**src/rtl/pipe_ctrl.sv**
```systemverilog
// Pipeline control for the RV32I core: owns the PC and produces per-register stall/flush
// vectors from jump, load-use, multi-cycle EX and external hold conditions.
module pipe_ctrl #(
   parameter int          XLEN     = 32,
   parameter int          NSTAGE   = 4,
   parameter logic [31:0] RST_PC   = 32'h0,
   parameter logic [31:0] TRAP_VEC = 32'h0000_0100,
   parameter int          MAX_BUSY = 64,
   parameter int          CNT_W    = 32
) (
   input  logic              clk,
   input  logic              rst,
   input  logic              jump_en_i,
   input  logic [XLEN-1:0]   jump_addr_i,
   input  logic              ex_busy_i,
   input  logic              ext_hold_i,
   input  logic [4:0]        id_rs1_addr_i,
   input  logic [4:0]        id_rs2_addr_i,
   input  logic              id_rs1_used_i,
   input  logic              id_rs2_used_i,
   input  logic [4:0]        ex_rd_addr_i,
   input  logic              ex_rd_wen_i,
   input  logic              ex_is_load_i,
   output logic [XLEN-1:0]   pc_o,
   output logic [NSTAGE-1:0] stall_o,
   output logic [NSTAGE-1:0] flush_o,
   output logic              trap_o,
   output logic [XLEN-1:0]   trap_pc_o,
   output logic              busy_timeout_o,
   output logic [CNT_W-1:0]  stall_cycles_o
);

   localparam int BW = $clog2(MAX_BUSY + 1);
   localparam logic [BW-1:0] BUSY_MAX = BW'(MAX_BUSY);

   // Bit masks sized to NSTAGE; bit 2 drops out by truncation when NSTAGE == 2.
   localparam logic [NSTAGE-1:0] M_IF_ID  = NSTAGE'(1);
   localparam logic [NSTAGE-1:0] M_ID_EX  = NSTAGE'(2);
   localparam logic [NSTAGE-1:0] M_FRONT  = NSTAGE'(3);
   localparam logic [NSTAGE-1:0] M_EX_MEM = NSTAGE'(4);

   typedef enum logic {ST_RUN = 1'b0, ST_BUSY = 1'b1} state_e;

   state_e            state_q;
   logic [BW-1:0]     busy_cnt_q;
   logic [BW-1:0]     busy_cnt_inc;
   logic              busy_timeout_q;
   logic [XLEN-1:0]   pc_q, pc_d;
   logic              trap_q, trap_d;
   logic [XLEN-1:0]   trap_pc_q, trap_pc_d;
   logic [CNT_W-1:0]  stall_cnt_q, stall_cnt_d;

   logic load_use;
   logic case_hold, case_busy, case_jump, case_lu;
   logic pc_hold;
   logic jump_misal;

   always_comb begin
      load_use = ex_is_load_i && ex_rd_wen_i && (ex_rd_addr_i != 5'd0) &&
                 ((id_rs1_used_i && (id_rs1_addr_i == ex_rd_addr_i)) ||
                  (id_rs2_used_i && (id_rs2_addr_i == ex_rd_addr_i)));

      case_hold = ext_hold_i;
      case_busy = !ext_hold_i && ex_busy_i;
      case_jump = !ext_hold_i && !ex_busy_i && jump_en_i;
      case_lu   = !ext_hold_i && !ex_busy_i && !jump_en_i && load_use;
      pc_hold   = case_hold || case_busy || case_lu;

      stall_o = '0;
      flush_o = '0;
      if (case_hold) begin
         stall_o = '1;
      end else if (case_busy) begin
         stall_o = M_FRONT;
         flush_o = M_EX_MEM;
      end else if (case_jump) begin
         flush_o = M_FRONT;
      end else if (case_lu) begin
         stall_o = M_IF_ID;
         flush_o = M_ID_EX;
      end

      jump_misal = |jump_addr_i[1:0];
      pc_d       = pc_q;
      if (case_jump) begin
         pc_d = jump_misal ? XLEN'(TRAP_VEC) : jump_addr_i;
      end else if (!pc_hold) begin
         pc_d = pc_q + XLEN'(4);
      end

      trap_d    = case_jump && jump_misal;
      trap_pc_d = trap_d ? jump_addr_i : trap_pc_q;

      stall_cnt_d  = pc_hold ? stall_cnt_q + CNT_W'(1) : stall_cnt_q;
      busy_cnt_inc = (busy_cnt_q >= BUSY_MAX) ? busy_cnt_q : busy_cnt_q + BW'(1);
   end

   // The cycle that enters BUSY is itself counted, so the count equals held EX cycles.
   always_ff @(posedge clk or posedge rst) begin
      if (rst) begin
         state_q        <= ST_RUN;
         busy_cnt_q     <= '0;
         busy_timeout_q <= 1'b0;
         pc_q           <= XLEN'(RST_PC);
         trap_q         <= 1'b0;
         trap_pc_q      <= '0;
         stall_cnt_q    <= '0;
      end else begin
         pc_q        <= pc_d;
         trap_q      <= trap_d;
         trap_pc_q   <= trap_pc_d;
         stall_cnt_q <= stall_cnt_d;
         case (state_q)
            ST_RUN: begin
               if (case_busy) begin
                  state_q    <= ST_BUSY;
                  busy_cnt_q <= BW'(1);
                  if (BW'(1) >= BUSY_MAX) busy_timeout_q <= 1'b1;
               end
            end
            ST_BUSY: begin
               if (ext_hold_i) begin
                  state_q <= ST_BUSY;
               end else if (ex_busy_i) begin
                  busy_cnt_q <= busy_cnt_inc;
                  if (busy_cnt_inc >= BUSY_MAX) busy_timeout_q <= 1'b1;
               end else begin
                  state_q <= ST_RUN;
               end
            end
            default: state_q <= ST_RUN;
         endcase
      end
   end

   assign pc_o           = pc_q;
   assign trap_o         = trap_q;
   assign trap_pc_o      = trap_pc_q;
   assign busy_timeout_o = busy_timeout_q;
   assign stall_cycles_o = stall_cnt_q;

endmodule

```
**config.mk**
```make
export PLATFORM = sky130hd
export DESIGN_NAME = pipe_ctrl
export DESIGN_NICKNAME = d
export VERILOG_FILES = /design/src/rtl/pipe_ctrl.sv
export SDC_FILE = /design/constraint.sdc
export NUM_CORES = 1
export LEC_CHECK = 0
export BUFFER_PORTS_ARGS = -buffer_cell sky130_fd_sc_hd__buf_4
export CORE_MARGIN = 2
export CORE_UTILIZATION = 35
export DETAILED_ROUTE_END_ITERATION = 12
export GPL_TIMING_DRIVEN = 0
export SLEW_MARGIN = 20
export SYNTH_ARGS = -nofsm -noshare
export SYNTH_HDL_FRONTEND = slang
export SYNTH_SLANG_ARGS = --single-unit
```
**constraint.sdc**
```tcl
create_clock -name clk -period 5.7 [get_ports clk]
set_clock_uncertainty 0.05 [all_clocks]
set_input_delay 0.57 -clock clk [delete_from_list [all_inputs] [get_ports clk]]
set_output_delay 0.57 -clock clk [all_outputs]
set_load 0.02 [all_outputs]
```
==> metrics.md, run 1 <==
| Metric | Value |
|---|---|
| Final wirelength | `15990 um` |
| Count of unique library cells instantiated by Yosys | `58` |
| All-layer global routing usage | `19.70%` |
| Maxcap violations | `0` |
| Non-filler cells, final | `896` |
| Unrepaired setup endpoints after global routing | `false` |
| Top Usage Layer GRT | `met2` |
| Via count of the first global-routing pass | `4782` |
| Remaining DRCs | `0` |
| Post-Synthesis Mean Instance Area | `10.22 um^2` |
| Ys Warns | `0` |
| Top post-synthesis cells by area | `dfrtp_1, mux2_2, xor2_1, nand2_1, a21oi_1` |
| Clock buffers created by TritonCTS | `9` |
| Area of the mapped netlist | `5428 um^2` |
| Setup bufs post-CTS | `0` |
| Most frequent cell after synthesis | `dfrtp_1` |
| Post-layout minimum cycle time | `3.030 ns` |
| Drt pass-1 iters | `5` |
| Synth top area share | `48.87%` |
| Post-CTS resize count | `0` |
| Achievable frequency | `0.3301 GHz` |
| Largest net degree at the start of global routing | `79` |
| CP endpoint kind | `output pin` |
| Routing usage on met2 | `31.70%` |
| Worst slew margin | `61.35%` |
| Cell taking the most area after synthesis | `dfrtp_1` |
| Flip-flop cell with the highest count after synthesis | `dfrtp_1` |
| Worst hold path type | `input pin to asynchronous set/reset pin` |
| DR WL/cell | `17.84 um` |
| Boundary Pins | `162` |
| Routed vias/inst | `5.430` |
| Met3 Track Usage GR | `4.532%` |
| Congestion Overflow GR | `0` |
| H-tree Lvls | `3` |
| Number of enable flip-flop cells after synthesis | `0` |
| Data required time at the worst endpoint | `5.08 ns` |
| Worst Setup Slack post-DPL | `2.668 ns` |
| Total Neg Setup Slack | `0 ns` |
| Flops & latches, synth | `106` |
| Die Area | `16520 um^2` |
| Post-detail-place hpwl | `11780 um` |
| Clk Latency, worst-skew pair | `0.36 ns` |
| Initial antenna violation count | `0` |
| Crit-path max FO | `10` |
| Root Buffer | `clkbuf_16` |
| Worst hold margin | `0.1176 ns` |
| Horizontal die dimension | `128.5 um` |
| Count of hold-fix buffers inserted at cts | `0` |
| Antenna diodes | `0` |
| Count of endpoints failing setup in the final report | `0` |
| Final core utilization | `47.70%` |
| Grt met1 use | `25.77%` |
| Crit path arrival time | `2.41 ns` |
| Final #Nets | `763` |
| Type of the worst setup path | `input pin to output pin` |
| First-pass GRT wire length | `25320 um` |
| Power per unit of standard cell area | `336.9 nW/um^2` |
| Number of sinks handled by clock tree synthesis | `106` |
| Measured slew at the worst slew-check pin | `0.5798 ns` |
| Gate count of the mapped netlist | `531` |
| Post-placement cell count | `880` |
| Max Slew Vio Count | `0` |
| Total number of placement rows | `45` |
| Fill cell total of the finished layout | `1450` |
| Core Footprint | `15200 um^2` |
| Count of routing violations after the opening detailed-route iteration | `387` |
| Clock input transition at the sequential cells of the worst setup and hold paths | `0.07 ns` |
| TritonCTS clock tree | `yes` |
| Net count after synthesis | `591` |
| Crit share post-route | `53.15%` |
| Worst setup SP type | `input pin` |
| Commonest cells in the synthesized netlist | `dfrtp_1, nand2_1, nor2_1, a21oi_1, mux2_2` |
| Total of buffers placed on input and output ports | `160` |
| Initial Utilization | `35.70%` |
| Antenna viol nets, final | `0` |
| Max IR drop VDD | `0.1487 mV` |
| Area growth from synthesis to final layout | `33.59%` |
| Number of endpoints with negative hold slack in the final report | `0` |
| Run status | `complete, no violations` |
| Leak | `3.242 nW` |
| Share of final-layout standard cells stronger than drive strength 1 | `33.47%` |
| Maximum buffer depth of the clock tree | `2` |
| Setup ws final | `2.670 ns` |
| Vert. Die Dim | `128.5 um` |
| FFs w/ async S/R, synth | `100.0%` |
| Placer congestion estimate | `0.8504` |
| Sequential area share after synthesis | `48.87%` |
| Via count | `4865` |
## final cells by class
| class | instances | area (um^2) | area share (%) |
|---|---|---|---|
| Multi-Input combinational cell | 382 | 2554 | 35.22 |
| Clock buffer | 12 | 256.5 | 3.538 |
| Buffer | 30 | 172.7 | 2.381 |
| Clock inverter | 4 | 97.59 | 1.346 |
| Timing Repair Buffer | 161 | 1229 | 16.95 |
| Inverter | 13 | 53.80 | 0.7420 |
| Sequential cell | 106 | 2653 | 36.58 |
| Tap cell | 188 | 235.2 | 3.244 |
## logic make-up after synthesis
group	synth area share (%)
other cells	0.06909
xor+xnor	7.261
simple gates	18.97
mux	6.408
compound gates	13.42
fa+ha+maj	0.9221
buf+inv	4.080
flops	48.87
## worst paths after layout
check                                 from                  to  slack, ns  depth (start not counted)
max in group asynchronous              rst            pc_o[26]       4.80                          3
max reg2reg                        pc_o[2]            pc_o[28]       3.29                          8
min                                    rst  stall_cycles_o[17]       0.12                          2
min reg2reg                 busy_timeout_o      busy_timeout_o       0.43                          1
min in group clk           jump_addr_i[27]       trap_pc_o[27]       0.40                          2
max                        ex_rd_addr_i[2]          stall_o[0]       2.67                          9
## sequential cells by signal, indices dropped and copies added (netlist names), named ones only
name / count
busy_cnt_q: 7
stall_cycles_o: 32
busy_timeout_o: 1
trap_o: 1
trap_pc_o: 32
pc_o: 32
## power by group
part           internal [W]  switching [W]
combinational      0.000304       0.000385
clock              0.000454       0.000283
sequential         0.000880       0.000138
total               0.00164       0.000805
## worst max-delay path, stage by stage
cell,delay (ns)
buf_4,0.12
xnor2_1,0.16
nand4_1,0.12
o22ai_2,0.39
a31oi_4,0.16
inv_1,0.11
buf_2,0.26
buf_2,0.31
buf_4,0.20
## stage by stage
| step | power [W] | cell area (um^2) |
|---|---|---|
| 4_1_cts | 0.002471 | 7251 |
| 2_1_floorplan | 0.001390 | 5428 |
| 6_report | 0.002443 | 7251 |
| 5_1_grt | 0.002576 | 7251 |
| 3_3_place_gp | 0.001701 | 6864 |
| 3_5_place_dp | 0.001726 | 6897 |
## layer usage
| layer | part of all wire [%] | up-vias |
|---|---|---|
| li1 | - | 2256 |
| met1 | 43 | 2411 |
| met2 | 49 | 181 |
| met3 | 6.1 | 17 |
| met4 | 1.7 | 0 |
| met5 | 0 | - |
## cell usage in the layout (no fill, tap or decap), types with 2 or more instances in the layout
cell type	n
a21o_1	6
a21oi_1	38
a22o_1	3
a22oi_1	4
a31oi_1	7
a32oi_1	2
a41o_1	5
and2_1	5
and3_1	6
and4_1	6
and4b_1	2
buf_2	8
buf_4	163
buf_6	3
bufinv_16	3
clkbuf_1	16
clkbuf_16	9
clkbuf_8	2
dfrtp_1	106
ha_1	4
inv_1	11
mux2_2	30
nand2_1	51
nand2b_1	2
nand3_1	22
nand3_2	2
nand3b_1	2
nand4_1	11
nor2_1	39
nor3_1	13
nor3_2	2
nor4_1	13
nor4_4	2
nor4b_1	3
o21ai_0	26
o2bb2ai_1	6
or3_1	5
xnor2_1	19
xor2_1	26
(Power assumes the default switching activity.)
==> run 2, diff against run 1 <==
- clock period: 5.7 -> 2.5 ns (I/O delays scaled with it)
==> metrics.md, run 2 (synthesis results as in run 1) <==
| Metric | Value |
|---|---|
| Run status | `complete, no violations` |
| Crit-path max FO | `10` |
| Most common cell after layout, fill and taps aside | `buf_4` |
| Congestion Overflow GR | `0` |
| Initial Utilization | `35.70%` |
| Clock input transition at the sequential cells of the worst setup and hold paths | `0.07 ns` |
| Clk Latency, worst-skew pair | `0.35 ns` |
| TritonCTS clock tree | `yes` |
| Clock buffers created by TritonCTS | `9` |
| Critical-path cell list | `buf_4, or3_1, o311a_4, a31oi_4, inv_1, buf_2, buf_2, buf_4` |
| Critical path's top delay family | `buffers and inverters` |
| Post-detail-place hpwl | `12010 um` |
| Fill cell total of the finished layout | `1459` |
| Highest-count cells in the layout ignoring fill and taps | `buf_4, dfrtp_1, nand2_1` |
| Achievable frequency | `0.4211 GHz` |
| Core Footprint | `15200 um^2` |
| Data required time at the worst endpoint | `2.20 ns` |
| Placer congestion estimate | `0.8739` |
| Number of sinks handled by clock tree synthesis | `106` |
| H-tree Lvls | `3` |
| Register cell area after layout | `2653 um^2` |
| Power per unit of standard cell area | `724.6 nW/um^2` |
| Antenna diodes | `0` |
| Largest net degree at the start of global routing | `34` |
| Max Slew Vio Count | `0` |
| Crit path arrival time | `2.07 ns` |
| Max IR drop VDD | `0.3478 mV` |
| Maximum buffer depth of the clock tree | `2` |
| Total number of placement rows | `45` |
| Non-filler cells, final | `898` |
| Initial antenna violation count | `0` |
| Measured slew at the worst slew-check pin | `0.6469 ns` |
| Total of buffers placed on input and output ports | `160` |
| Final #Nets | `765` |
| CP endpoint kind | `output pin` |
| Via count of the first global-routing pass | `4778` |
| Maxcap violations | `0` |
| Remaining DRCs | `0` |
| Count of routing violations after the opening detailed-route iteration | `294` |
| Leak | `3.219 nW` |
| Vert. Die Dim | `128.5 um` |
| Count of endpoints failing setup in the final report | `0` |
| Post-layout minimum cycle time | `2.375 ns` |
| Type of the worst setup path | `input pin to output pin` |
| Boundary Pins | `162` |
| Buffers & Inverters on Critical Path | `5` |
| Unrepaired setup endpoints after global routing | `true` |
| First-pass GRT wire length | `25120 um` |
| Worst setup SP type | `input pin` |
| Root Buffer | `clkbuf_16` |
| Via count | `4824` |
| Number of endpoints with negative hold slack in the final report | `0` |
| Horizontal die dimension | `128.5 um` |
| All-layer global routing usage | `19.41%` |
| Multi-input gate area | `2569 um^2` |
| Max stage delay on crit path | `0.38 ns` |
| Crit path max-delay cell type | `or3_1` |
| Crit share post-route | `95.00%` |
| Worst hold margin | `0.08884 ns` |
| Die Area | `16520 um^2` |
| Routed vias/inst | `5.372` |
| DR WL/cell | `17.95 um` |
| Worst slew margin | `56.88%` |
| Total Neg Setup Slack | `0 ns` |
| Post-placement cell count | `882` |
| Final wirelength | `16120 um` |
| Antenna viol nets, final | `0` |
| Worst hold path type | `input pin to flip-flop` |
| Drt pass-1 iters | `4` |
| Share of final-layout standard cells stronger than drive strength 1 | `33.80%` |
| Area growth from synthesis to final layout | `33.06%` |
-- run 2: cell count changes in the layout (fill, tap and decap cells not counted), moves of 2 or more --
cell	before	now
clkinvlp_4	1	3
clkinv_2	0	3
bufinv_16	3	0
buf_12	1	4
-- run 2: power by group --
part	total, W	switching, W	internal [W]
clock network	0.00134	0.000640	0.000699
registers	0.00232	0.000312	0.00201
logic	0.00158	0.000879	0.000698
total	0.00523	0.00183	0.00340
-- run 2: layer usage --
metal  vias up  routed length (um)  GRT usage [%]
li1       2253                   -              -
met2       166                7840          31.20
met4         0                 251          6.905
met3        16                 912          3.701
met5         -                   0              0
met1      2389                7117          26.35
-- run 2: final timing paths --
| check | from | end | slack (ns) | cells past startpoint |
|---|---|---|---|---|
| min reg2reg | busy_timeout_o | busy_timeout_o | 0.42 | 1 |
| max | ex_rd_addr_i[0] | stall_o[0] | 0.13 | 8 |
| min | jump_addr_i[1] | trap_pc_o[1] | 0.09 | 3 |
| min in group asynchronous | rst | stall_cycles_o[7] | 0.43 | 3 |
| max in group asynchronous | rst | pc_o[25] | 1.24 | 5 |
| max reg2reg | pc_o[2] | pc_o[28] | 0.16 | 8 |
-- run 2: worst min-delay path: stages --
cell	delay, ns
buf_4	0.10
nand2_1	0.06
nand2_1	0.05
-- run 2: layout make-up --
type,count,share of cell area (%)
Buffer,29,2.339
Sequential cell,106,36.73
Multi-Input combinational cell,382,35.57
Inverter,13,0.7277
Clock buffer,11,3.361
Tap cell,188,3.257
Clock inverter,5,0.4158
Timing Repair Buffer,164,17.60
-- run 2: per-stage QoR --
| step | util (%) | instance area, um^2 | power [W] | setup WS [ns] |
|---|---|---|---|---|
| global placement | 45.18 | 6868 | 0.003884 | 0.05745 |
| detailed placement | 45.57 | 6928 | 0.003939 | 0.04173 |
| global route | 47.51 | 7222 | 0.005501 | -0.02088 |
| CTS | 47.43 | 7211 | 0.005286 | 0.08635 |
| floorplan | - | 5431 | 0.003170 | 0.3968 |
| finish | 47.51 | 7222 | 0.005233 | 0.1251 |
-- run 2: repair_timing --
| item | CTS | global route |
|---|---|---|
| resized for setup | 0 | 3 |
| endpoints found under the setup margin | 0 | 7 |
| endpoints found under the hold margin | 16 | 0 |
| hold buffers | 1 | 0 |
| buffers inserted | 0 | 0 |
==> run 3, diff against run 2 <==
- CELL_PAD_IN_SITES_DETAIL_PLACEMENT: not set -> 0
- CELL_PAD_IN_SITES_GLOBAL_PLACEMENT: not set -> 1
- PLACE_DENSITY_LB_ADDON: not set -> 0.1
==> metrics.md, run 3 (synthesis results as in run 1) <==
| Metric | Value |
|---|---|
| Type of the worst setup path | `input pin to output pin` |
| Worst slew margin | `59.38%` |
| Remaining DRCs | `0` |
| Number of endpoints with negative hold slack in the final report | `0` |
| Clock buffers created by TritonCTS | `9` |
| Power per unit of standard cell area | `725.5 nW/um^2` |
| H-tree Lvls | `3` |
| Number of sinks handled by clock tree synthesis | `106` |
| Root Buffer | `clkbuf_16` |
| Crit-path max FO | `10` |
| WHS Path Cells | `2` |
| Max IR drop VDD | `0.3731 mV` |
| Core Footprint | `15200 um^2` |
| Total number of placement rows | `45` |
| Count of endpoints failing setup in the final report | `0` |
| Placer congestion estimate | `0.8398` |
| Worst-case register-to-register setup slack | `0.19 ns` |
| R2R cell count | `7` |
| Clk Latency, worst-skew pair | `0.35 ns` |
| Final wirelength | `16300 um` |
| First-pass GRT wire length | `26010 um` |
| Routed vias/inst | `5.308` |
| Cell Area, Placed | `6928 um^2` |
| Data required time at the worst endpoint | `2.20 ns` |
| Final #Nets | `765` |
| Vert. Die Dim | `128.5 um` |
| Measured slew at the worst slew-check pin | `0.6080 ns` |
| Initial antenna violation count | `0` |
| Drt pass-1 iters | `4` |
| Maxcap violations | `0` |
| Worst Setup Slack post-DPL | `-0.09970 ns` |
| CP endpoint kind | `output pin` |
| Crit path max-delay cell type | `or3_1` |
| TritonCTS clock tree | `yes` |
| Clock input transition at the sequential cells of the worst setup and hold paths | `0.07 ns` |
| Count of routing violations after the opening detailed-route iteration | `254` |
| Post-layout minimum cycle time | `2.374 ns` |
| Max Slew Vio Count | `0` |
| Fill cell total of the finished layout | `1473` |
| Max stage delay on crit path | `0.39 ns` |
| Initial Utilization | `35.70%` |
| Crit path arrival time | `2.07 ns` |
| Worst hold path type | `input pin to flip-flop` |
| Antenna diodes | `0` |
| Multi-input gate area | `2572 um^2` |
| Area growth from synthesis to final layout | `33.22%` |
| Register cell area after layout | `2653 um^2` |
| Final core utilization | `47.56%` |
| Maximum buffer depth of the clock tree | `2` |
| Critical-path cell list | `buf_4, or3_1, o311a_4, a31oi_4, inv_1, buf_2, buf_2, buf_4` |
| Non-filler cells, final | `898` |
| Crit share post-route | `94.97%` |
| Unrepaired setup endpoints after global routing | `false` |
| Post-route cell area | `7231 um^2` |
| Post-placement cell count | `882` |
| Via count | `4767` |
| Post-detail-place hpwl | `12130 um` |
| RR Endpoint | `pc_o[28]` |
| Share of final-layout standard cells stronger than drive strength 1 | `33.80%` |
| Run status | `complete, no violations` |
| Beginning of the worst register-to-register path | `pc_o[2]` |
| End of the worst hold path | `trap_pc_o[18]` |
| Hold path startpoint | `jump_addr_i[18]` |
| All-layer global routing usage | `20.30%` |
| DR WL/cell | `18.15 um` |
| Total Neg Setup Slack | `0 ns` |
| Achievable frequency | `0.4212 GHz` |
| Horizontal die dimension | `128.5 um` |
| Setup ws final | `0.1258 ns` |
| Leak | `3.217 nW` |
| Via count of the first global-routing pass | `4833` |
| Highest-count cells in the layout ignoring fill and taps | `buf_4, dfrtp_1, nand2_1` |
| Die Area | `16520 um^2` |
| Antenna viol nets, final | `0` |
| Most common cell after layout, fill and taps aside | `buf_4` |
| Largest net degree at the start of global routing | `31` |
| Total of buffers placed on input and output ports | `160` |
| Boundary Pins | `162` |
| Worst setup SP type | `input pin` |
| Congestion Overflow GR | `0` |
-- run 3: stage by stage --
step / hold slack, ns / total power (W)
4_1_cts: 0.06798 / 0.005312
3_3_place_gp: 0.4023 / 0.003881
6_report: 0.08598 / 0.005246
3_5_place_dp: 0.3187 / 0.003930
5_1_grt: 0.06171 / 0.005564
2_1_floorplan: 0.3137 / 0.003170
-- run 3: where the power goes --
group / switching [W] / leakage [nW] / internal [W]
clock: 0.000655 / 0.125 / 0.000703
sequential: 0.000307 / 1.31 / 0.00201
combinational: 0.000876 / 1.78 / 0.000699
total: 0.00184 / 3.22 / 0.00341
-- run 3: routing by layer --
| metal | global-route usage (%) | vias to the layer above | part of all wire (%) |
|---|---|---|---|
| li1 | - | 2252 | - |
| met1 | 26.85 | 2372 | 44 |
| met2 | 32.85 | 135 | 50 |
| met3 | 5.364 | 8 | 5.2 |
| met4 | 6.138 | 0 | 0.71 |
| met5 | 0 | - | 0 |
-- run 3: what timing repair did --
item | CTS | global route
setup endpoints to repair | 0 | 8
resized for setup | 0 | 3
buffers inserted | 0 | 1
hold endpoints to repair | 25 | 0
hold buffers | 1 | 0
-- run 3: layout make-up --
cell class	count	share of cell area, %
sequential	106	36.68
tap	188	3.253
clock buffer	12	3.409
inverter	13	0.7268
timing repair buffer	165	17.68
clock inverter	4	0.3807
buffer	28	2.284
multi-input combinational	382	35.58
-- run 3: worst max-delay path by stage --
| stage | start | end | slack (ns) | depth (start not counted) |
|---|---|---|---|---|
| final | ex_rd_addr_i[0] | stall_o[0] | 0.13 | 8 |
| after global routing | pc_o[2] | pc_o[28] | 0.008 | 7 |
| after CTS | pc_o[2] | pc_o[28] | 0.04 | 8 |
| after detailed placement | ex_busy_i | pc_o[28] | -0.1 | 7 |
| after global placement | ex_busy_i | pc_o[13] | -0.07 | 7 |
| after floorplan | stall_cycles_o[6] | stall_cycles_o[20] | 0.40 | 7 |
-- run 3: worst max-delay path: cells and delay by family --
kind | cells | cell delay [ns]
and+or+nand+nor | 1 | 0.39
AOI/OAI and AO/OA | 2 | 0.58
buffers and inverters | 5 | 0.85
